`config.mk`:
```
export PLATFORM = sky130hd
export DESIGN_NAME = pipe_hazard_ctrl
export DESIGN_NICKNAME = d
export VERILOG_FILES = /design/src/rtl/pipe_hazard_ctrl.sv
export SDC_FILE = /design/constraint.sdc
export NUM_CORES = 1
export LEC_CHECK = 0
export ABC_AREA = 1
export CORE_MARGIN = 5
export CORE_UTILIZATION = 45
export DETAILED_ROUTE_END_ITERATION = 8
export GPL_TIMING_DRIVEN = 1
export PLACE_DENSITY = 0.75
export SLEW_MARGIN = 25
export SYNTH_ARGS = -nofsm -noshare
export SYNTH_HDL_FRONTEND = slang
export SYNTH_SLANG_ARGS = --single-unit
```
`constraint.sdc`:
```
create_clock -name reloj -period 3.15 [get_ports reloj]
set_input_delay 0.945 -clock reloj [delete_from_list [all_inputs] [get_ports reloj]]
set_output_delay 0.945 -clock reloj [all_outputs]
set_load 0.01 [all_outputs]
```
`src/rtl/pipe_hazard_ctrl.sv`:
```
// Pipeline sequencing controller for the 5-stage MIPS core: reset hold, memory freeze,
// branch/jump flush and load-use stall, plus saturating stall/flush event counters.
module pipe_hazard_ctrl #(
    parameter int unsigned RESET_HOLD = 2,
    parameter int unsigned CNT_W      = 16
) (
    input  logic             reloj,
    input  logic             resetn,
    input  logic [5:0]       opcode_id,
    input  logic [4:0]       rs_id,
    input  logic [4:0]       rt_id,
    input  logic             idex_memread,
    input  logic [4:0]       idex_rt,
    input  logic             branch_taken_ex,
    input  logic             dmem_busy,
    output logic             pc_enable,
    output logic [1:0]       pc_sel,
    output logic             enableIF,
    output logic             resetIF,
    output logic             idex_bubble,
    output logic [CNT_W-1:0] stall_cnt,
    output logic [CNT_W-1:0] flush_cnt
);

    localparam int unsigned HOLD_W = 4;
    localparam logic [HOLD_W-1:0] HOLD_LAST = HOLD_W'(RESET_HOLD - 1);
    localparam logic [CNT_W-1:0]  CNT_MAX   = '1;

    localparam logic [5:0] OP_RTYPE = 6'b000000;
    localparam logic [5:0] OP_J     = 6'b000010;
    localparam logic [5:0] OP_JAL   = 6'b000011;
    localparam logic [5:0] OP_BEQ   = 6'b000100;
    localparam logic [5:0] OP_BNE   = 6'b000101;
    localparam logic [5:0] OP_SW    = 6'b101011;

    localparam logic [1:0] SEL_PC4    = 2'b00;
    localparam logic [1:0] SEL_BRANCH = 2'b01;
    localparam logic [1:0] SEL_JUMP   = 2'b10;

    typedef enum logic [1:0] {
        INIT   = 2'd0,
        RUN    = 2'd1,
        FREEZE = 2'd2
    } state_t;

    state_t            state, state_nxt;
    logic [HOLD_W-1:0] hold;
    logic              stall_ev, flush_ev;
    logic              jump_id, reads_rt, load_use;

    // Only these opcodes actually read rt as a source operand.
    assign jump_id  = (opcode_id == OP_J) || (opcode_id == OP_JAL);
    assign reads_rt = (opcode_id == OP_RTYPE) || (opcode_id == OP_BEQ) ||
                      (opcode_id == OP_BNE)   || (opcode_id == OP_SW);
    assign load_use = idex_memread && (idex_rt != 5'd0) &&
                      ((idex_rt == rs_id) || ((idex_rt == rt_id) && reads_rt));

    always_comb begin
        state_nxt   = state;
        stall_ev    = 1'b0;
        flush_ev    = 1'b0;
        pc_enable   = 1'b0;
        pc_sel      = SEL_PC4;
        enableIF    = 1'b0;
        resetIF     = 1'b1;
        idex_bubble = 1'b1;
        case (state)
            INIT: begin
                if (hold == HOLD_LAST) state_nxt = RUN;
            end
            default: begin
                resetIF     = 1'b0;
                idex_bubble = 1'b0;
                if (dmem_busy) begin
                    state_nxt = FREEZE;
                end else begin
                    // Leaving FREEZE evaluates the normal rules in the same cycle.
                    state_nxt = RUN;
                    if (branch_taken_ex) begin
                        pc_enable   = 1'b1;
                        pc_sel      = SEL_BRANCH;
                        resetIF     = 1'b1;
                        idex_bubble = 1'b1;
                        flush_ev    = 1'b1;
                    end else if (jump_id) begin
                        pc_enable = 1'b1;
                        pc_sel    = SEL_JUMP;
                        resetIF   = 1'b1;
                        flush_ev  = 1'b1;
                    end else if (load_use) begin
                        idex_bubble = 1'b1;
                        stall_ev    = 1'b1;
                    end else begin
                        pc_enable = 1'b1;
                        enableIF  = 1'b1;
                    end
                end
            end
        endcase
    end

    always_ff @(posedge reloj or negedge resetn) begin
        if (!resetn) begin
            state     <= INIT;
            hold      <= '0;
            stall_cnt <= '0;
            flush_cnt <= '0;
        end else begin
            state <= state_nxt;
            if (state == INIT) hold <= hold + HOLD_W'(1);
            if (stall_ev && (stall_cnt != CNT_MAX)) stall_cnt <= stall_cnt + CNT_W'(1);
            if (flush_ev && (flush_cnt != CNT_MAX)) flush_cnt <= flush_cnt + CNT_W'(1);
        end
    end

endmodule

```
== Word level (Yosys, flattened, before mapping) ==
Cells that the tools add are included.

* Flip-flop bits (word level): 38
* Bits of input ports: 26
* Output and inout bits: 38

* $add $sub $neg: 3
* Equal/unequal tests: 11
* Multiplexer cells: 29
* Reductions and logical operators: 13

{| class="wikitable"
|+ Operators with widths
! kind !! count
|-
| 16-bit by 1-bit adder with 16-bit output, second input constant || 2
|-
| 16-bit inequality test, second input constant || 2
|-
| 1-bit two-way mux || 22
|-
| 2-bit two-way mux || 7
|-
| 6-bit by 2-bit equality test with 1-bit output, second input constant || 2
|-
| 6-bit by 3-bit equality test with 1-bit output, second input constant || 2
|-
| 5-bit equality test || 2
|-
| 6-bit equality test, second input constant || 1
|-
| 6-bit zero test || 1
|-
| 1-bit logical AND || 5
|-
| 1-bit logical OR || 5
|-
| 5-bit nonzero test || 1
|-
| 4-bit by 1-bit adder with 4-bit output, second input constant || 1
|-
| 4-bit by 1-bit equality test with 1-bit output, second input constant || 1
|-
| 2-bit zero test || 1
|-
| 2-bit inequality test, second input constant || 1
|}

== Longest topological paths before layout ==
Gate-level depths: netlist of run 1.

* Word-level depth: 13
* Gate-level depth with buffers: 12
* Mapped depth without buffers: 12

== Worst setup path before layout of run 1 ==
No wires, ideal clock.

* Path kind: input-to-output
* Start: in idex_rt[1]
* End: out idex_bubble
* Arrival time: 1.827 ns
* Required time: 2.205 ns
* Setup slack: 0.378 ns
* Cell stages on the path: 6
* Path buffers: 0
* Path through: or2_0 > a21oi_1 > nand3_1 > a21oi_1 > nand2_1 > a21oi_1

* Longest elaborated chain between the ends: 9
* Elaborated cells on any way between the ends: 12
* Those cells by class: 2 x eq/ne; 5 x mux; 5 x reduce/logical

{| class="wikitable"
|+ Ends and longest elaborated chain
! what !! RTL line !! source
|-
| from (decl) || 13 || <nowiki>input logic [4:0] idex_rt,</nowiki>
|-
| 5-bit equality test || 56 || <nowiki>((idex_rt == rs_id) || ((idex_rt == rt_id) && reads_rt));</nowiki>
|-
| 1-bit logical AND || 56 ||
|-
| 1-bit logical OR || 56 ||
|-
| 1-bit logical AND * || 55 || <nowiki>assign load_use = idex_memread && (idex_rt != 5'd0) &&</nowiki>
|-
| 1-bit two-way mux * || 90 || <nowiki>end else if (load_use) begin</nowiki>
|-
| 1-bit two-way mux * || 85 || <nowiki>end else if (jump_id) begin</nowiki>
|-
| 1-bit two-way mux * || 79 || <nowiki>if (branch_taken_ex) begin</nowiki>
|-
| 1-bit two-way mux * || 74 || <nowiki>if (dmem_busy) begin</nowiki>
|-
| 1-bit two-way mux * || 67 || <nowiki>case (state)</nowiki>
|-
| to (decl) || 20 || <nowiki>output logic idex_bubble,</nowiki>
|}

Every way passes the cells marked *; elsewhere a longest branch is shown, timed or not.

== Worst setup path after layout of run 1 ==
* Start: in rt_id[2]
* End: out idex_bubble

* Longest elaborated chain between the ends: 9

{| class="wikitable"
|+ Ends and longest elaborated chain
! what !! RTL line !! source
|-
| from (decl) || 11 || <nowiki>input logic [4:0] rt_id,</nowiki>
|-
| 5-bit equality test || 56 ||
|-
| 1-bit logical AND || 56 ||
|-
| 1-bit logical OR || 56 ||
|-
| 1-bit logical AND || 55 ||
|-
| 1-bit two-way mux || 90 ||
|-
| 1-bit two-way mux || 85 ||
|-
| 1-bit two-way mux || 79 ||
|-
| 1-bit two-way mux || 74 ||
|-
| 1-bit two-way mux || 67 ||
|}

Every way passes these cells.

==> impl_metrics.json, run 1 <==
{
  "track_usage": 0.166,
  "finalMaxSlewViolations": 0,
  "overflow": 0,
  "grt_pass1_wl_microns": 9680,
  "drc_errors": 0,
  "cts.hold.buffers_added": 0,
  "fin_crit_sh": 0.970,
  "rows": 26,
  "viasPerCell": 4.81,
  "final_cell_mix": "77 x nand2_1, 52 x inv_1, 38 x dfrtp_1",
  "status": "completed",
  "routed_wl_microns": 5550,
  "p_sw_uw": 573,
  "die_w_microns": 83.5,
  "initialDrtViolationCount": 66,
  "start_util": 0.470,
  "avgSynthCellArea_sq_um": 7.80,
  "required_ns": 2.20,
  "cts_tree": "built",
  "powerDensity_mw_per_mm2": 486,
  "leakage_uw": 0.00170,
  "relSlewSlack": 0.423,
  "startpoint_type": "primary input",
  "syn-cell-area_sq_mm": 0.00243,
  "die-area_sq_mm": 0.00698,
  "cp.arrival_ns": 2.11,
  "yosys.area.top_type": "dfrtp_1",
  "clk_pin_slew_ns": 0.07,
  "grt_pass1_vias": 2181,
  "rsz0062_at_grt": "no",
  "final_nets": 430,
  "ys_warn_count": 0,
  "max-cap-violations": 0,
  "pwr-share-seq": 0.425,
  "min_period_ns": 3.06,
  "synth_fp_nets": 342,
  "setup_viol": 0,
  "cts-root-buf": "clkbuf_8",
  "max_freq_ghz": 0.327,
  "cts_buffer_depth": 2,
  "pwr-share-clk": 0.195,
  "synth_top_cells_by_area": "dfrtp_1 39%, nand2_1 12%, inv_1 8.0%, xor2_1 7.2%, nand3_1 6.0%",
  "diodes": 0,
  "dr_total_vias": 2262,
  "routabilityCongestion": 0.797,
  "ff2ff_setup_slack_ns": 1.25,
  "synth_cells": 312,
  "place_area_sq_mm": 0.00326,
  "ys_seq_elements": 38,
  "cp_cell_sequence": "dlygate4sd2_1 -> xnor2_1 -> nand2_1 -> nor2_1 -> nand3_2 -> a21oi_2 -> nand2_1 -> a21oi_2 -> buf_2",
  "dp_hpwl_microns": 4250,
  "drive_above_1_share": 0.158,
  "worst_slew_pin_slew_ns": 0.866,
  "place_inst": 461,
  "area_growth_pct": 37.7,
  "fin_skew_ns": 0.00455,
  "yosysUniqueCellTypes": 31,
  "pwr-share-comb": 0.380,
  "grt_max_degree": 39,
  "clk_latency_ns": 0.30,
  "core_sq_mm": 0.00517,
  "swShare": 0.351,
  "htree_levels": 2,
  "fin_util": 0.648,
  "die_y_microns": 83.5,
  "boundaryPins": 64,
  "crit_slowest_cell": "dlygate4sd2_1",
  "hold_viol": 0,
  "hold_class": "reg2reg",
  "internal-power_uw": 1060,
  "final_common_cell": "nand2_1",
  "cts_made_buffers": 5,
  "antenna_found_initial": 0,
  "io_buffer_count": 63,
  "endpoint_kind": "primary output",
  "avgRoutedWirePerCell_microns": 11.8,
  "fin_cells": 470,
  "final_antenna_net_count": 0,
  "yosysSeqAreaShare": 0.391,
  "path_class": "in2out",
  "drtPass1Iterations": 4,
  "worstPathMaxFanout": 2,
  "ir_worst_vdd_v": 0.000402,
  "design_area_sq_mm": 0.00335,
  "slowest_delay_ns": 0.24,
  "cts.sinks": 38,
  "synth_top_cell_area_share": 0.391
}
==> worst max-delay path, delay by kind of cell <==
kind            cells  cell delay, ns
xor+xnor            1            0.14
compound gates      2            0.27
buf+inv             2            0.38
simple gates        4            0.38
==> power groups by stage <==
stage	combinational [uW]	sequential [uW]	clock, uW
floorplan	300	720	0
global placement	619	702	0
detailed placement	635	702	0
CTS	625	694	333
global route	691	713	350
finish	619	692	318
==> layer usage <==
layer / routed length, microns / GRT usage
met2: 2840 / 0.289
met1: 2360 / 0.198
met5: 0 / 0
met3: 230 / 0.0385
met4: 129 / 0.0673
==> state kept, by name, indices dropped and copies added, names as in the netlist <==
signal     flops
hold           4
flush_cnt     16
stall_cnt     16
state          2
==> through the flow <==
step	hold WS, ns	power [uW]	setup slack [ns]	TNS, ns
floorplan	0.494	1020	0.378	0
global placement	0.509	1320	-0.623	-2.53
detailed placement	0.516	1340	-0.683	-2.67
CTS	0.526	1650	0.00197	0
global route	0.560	1750	0.0123	0
finish	0.518	1630	0.0943	0
==> synthesized netlist by cell type (all sizes together) <==
cell type  number
or2             1
xnor2          10
dfrtp          38
xor2           20
a21oi           7
ha              4
nand3          31
nor2           33
nor3            5
o21bai         14
o21ai           3
nand2          80
inv            52
nor4            3
nor3b           1
buf             2
nand4           6
nand3b          2
==> path summary, 6_finish.rpt <==
kind                            endpoint    startpoint  depth (start not counted)
min in group asynchronous  stall_cnt[13]        resetn                          1
min                         flush_cnt[3]  flush_cnt[3]                          1
min reg2reg                 flush_cnt[3]  flush_cnt[3]                          1
max                          idex_bubble      rt_id[2]                          9
max in group asynchronous        hold[2]        resetn                          1
max reg2reg                stall_cnt[13]  stall_cnt[0]                          9
==> cells by family after synthesis <==
family                     after synthesis  share of synthesized area
AOI/OAI and AO/OA                       24                     0.0653
xor gates and xnor gates                30                      0.108
adders and majority gates                4                     0.0206
buffers and inverters                   54                     0.0879
DFF                                     38                      0.391
and+or+nand+nor                        162                      0.328
==> final cells by class <==
class	instances	area (sq um)
Clock inverter	2	10.0
Clock buffer	5	68.8
Fill cell	446	1820
Multi-Input combinational cell	220	1310
Tap cell	70	87.6
Inverter	52	195
Timing Repair Buffer	83	729
Sequential cell	38	951
==> what timing repair did <==
action	CTS	global route
setup buffers	1	1
setup endpoints to repair	6	4
pin swaps	18	13
gates resized for setup	46	18
endpoints found under the hold margin	0	0
No activity file was read; power rests on OpenSTA's default activity.
==> inputs of run 2 (changes only) <==
==> constraint.sdc (replaced) <==
create_clock -name reloj -period 3.8 [get_ports reloj]
set_input_delay 1.14 -clock reloj [delete_from_list [all_inputs] [get_ports reloj]]
set_output_delay 1.14 -clock reloj [all_outputs]
set_load 0.01 [all_outputs]
==> impl_metrics.json, run 2 (same netlist as run 1, synthesis figures left out) <==
{
  "diodes": 0,
  "rows": 26,
  "pwr-share-clk": 0.288,
  "final_nets": 423,
  "overflow": 0,
  "worstPathMaxFanout": 2,
  "io_buffer_count": 63,
  "status": "completed",
  "drive_above_1_share": 0.117,
  "routabilityCongestion": 0.811,
  "final_antenna_net_count": 0,
  "cts.sinks": 38,
  "layout_setup_ws_ns": 0.111,
  "cts_buffer_depth": 2,
  "setup_viol": 0,
  "rsz0062_at_grt": "no",
  "track_usage": 0.169,
  "clk_latency_ns": 0.30,
  "endpoint_kind": "primary output",
  "die-area_sq_mm": 0.00698,
  "cts.hold.buffers_added": 0,
  "required_ns": 2.66,
  "hold_viol": 0,
  "path_class": "in2out",
  "final_common_cell": "nand2_1",
  "boundaryPins": 64,
  "die_w_microns": 83.5,
  "cts-root-buf": "clkbuf_8",
  "preCtsSetupSlack_ns": -0.394,
  "dr_total_vias": 2210,
  "leakage_uw": 0.00167,
  "final_cell_mix": "77 x nand2_1, 52 x inv_1, 51 x clkdlybuf4s50_1",
  "grt_pass1_wl_microns": 9900,
  "dp_hpwl_microns": 4330,
  "fin_crit_sh": 0.971,
  "start_util": 0.470,
  "place_area_sq_mm": 0.00323,
  "cp.arrival_ns": 2.55,
  "max_freq_ghz": 0.271,
  "design_area_sq_mm": 0.00337,
  "drc_errors": 0,
  "cts_made_buffers": 5,
  "initialDrtViolationCount": 76,
  "fin_skew_ns": 0.00954,
  "internal-power_uw": 1020,
  "max-cap-violations": 0,
  "clk_pin_slew_ns": 0.07,
  "routed_wl_microns": 5620,
  "ir_worst_vdd_v": 0.000375,
  "finalMaxSlewViolations": 0,
  "cts_tree": "built",
  "startpoint_type": "primary input",
  "area_growth_pct": 38.4,
  "pwr-share-seq": 0.383,
  "ff2ff_setup_slack_ns": 1.89,
  "nFillCells": 452,
  "drtPass1Iterations": 4,
  "largestRegisters": "flush_cnt (16), stall_cnt (16), hold (4)",
  "min_period_ns": 3.69,
  "pwr-share-comb": 0.329,
  "swShare": 0.321,
  "grt_max_degree": 39,
  "hold_ws_ns": 0.527,
  "relSlewSlack": 0.435,
  "viasPerCell": 4.76,
  "avgRoutedWirePerCell_microns": 12.1,
  "htree_levels": 2,
  "worst_slew_pin_slew_ns": 0.847,
  "antenna_found_initial": 0,
  "powerDensity_mw_per_mm2": 446,
  "p_sw_uw": 482,
  "core_sq_mm": 0.00517,
  "hold_class": "reg2reg",
  "die_y_microns": 83.5,
  "postCtsSetupBuffers": 0,
  "p_total_uw": 1500,
  "grt_pass1_vias": 2249
}
==> run 2: cell count changes in the layout (fill, tap and decap cells not counted), moves of 2 or more <==
cell             previous run  this run
buf_4                      18        13
a21oi_2                     3         1
clkdlybuf4s50_1            35        51
dlygate4sd2_1              14         6
clkbuf_2                    6         1
clkinv_2                    2         0
buf_6                       3         0
a21oi_1                     4         6
clkdlybuf4s15_1             3         0
bufinv_16                   0         2
==> run 2: repair_timing <==
action	CTS	global route
pin swaps	2	0
gates cloned	0	0
resized for setup	19	5
setup endpoints to repair	5	3
==> run 2: power groups by stage <==
stage | Sequential (uW) | Combinational, uW | Clock [uW]
6_report | 576 | 494 | 432
5_1_grt | 592 | 553 | 457
4_1_cts | 576 | 506 | 441
3_5_place_dp | 582 | 511 | 0
3_3_place_gp | 582 | 497 | 0
2_1_floorplan | 596 | 249 | 0
==> run 2: routing by layer <==
layer,wire length (microns),track usage
met3,201,0.0385
met1,2450,0.198
met2,2910,0.310
met4,66,0.0453
met5,0,0
==> run 2: final cells by class <==
class	instances	area [sq um]	area share
Inverter	52	195	0.0580
Timing Repair Buffer	76	706	0.210
Clock inverter	2	60.1	0.0178
Multi-Input combinational cell	220	1280	0.382
Tap cell	70	87.6	0.0260
Clock buffer	6	82.6	0.0245
Sequential cell	38	951	0.282
==> run 2: final timing paths <==
path                              start             to  cells after the start
min in group asynchronous        resetn  stall_cnt[13]                      1
max in group asynchronous        resetn   flush_cnt[6]                      1
max reg2reg                stall_cnt[0]  stall_cnt[10]                      9
min                             hold[0]        hold[0]                      1
min reg2reg                     hold[0]        hold[0]                      1
max                            rs_id[1]      pc_enable                     10
==> run 2: worst max-delay path: stages <==
cell             delay (ns)
clkdlybuf4s50_1        0.41
or2_0                  0.20
a21oi_1                0.15
nand3_1                0.13
buf_4                  0.17
nand2_4                0.07
nand3_4                0.05
nand2_1                0.06
inv_1                  0.03
buf_2                  0.13
==> run 2: stage by stage <==
step / util / TNS (ns) / std cells
floorplan: - / 0 / 312
global placement: 0.624 / -1.13 / 456
detailed placement: 0.624 / -1.26 / 456
CTS: 0.651 / 0 / 464
global route: 0.651 / 0 / 464
finish: 0.651 / 0 / 464
==> inputs of run 3 (changes only) <==
--- a/config.mk
+++ b/config.mk
@@ -6,6 +6,7 @@
 export NUM_CORES = 1
 export LEC_CHECK = 0
 export ABC_AREA = 1
+export CAP_MARGIN = 20
 export CORE_MARGIN = 5
 export CORE_UTILIZATION = 45
 export DETAILED_ROUTE_END_ITERATION = 8
==> results of run 3 <==
The final DEF is identical to that of run 2; final timing and power are the same.
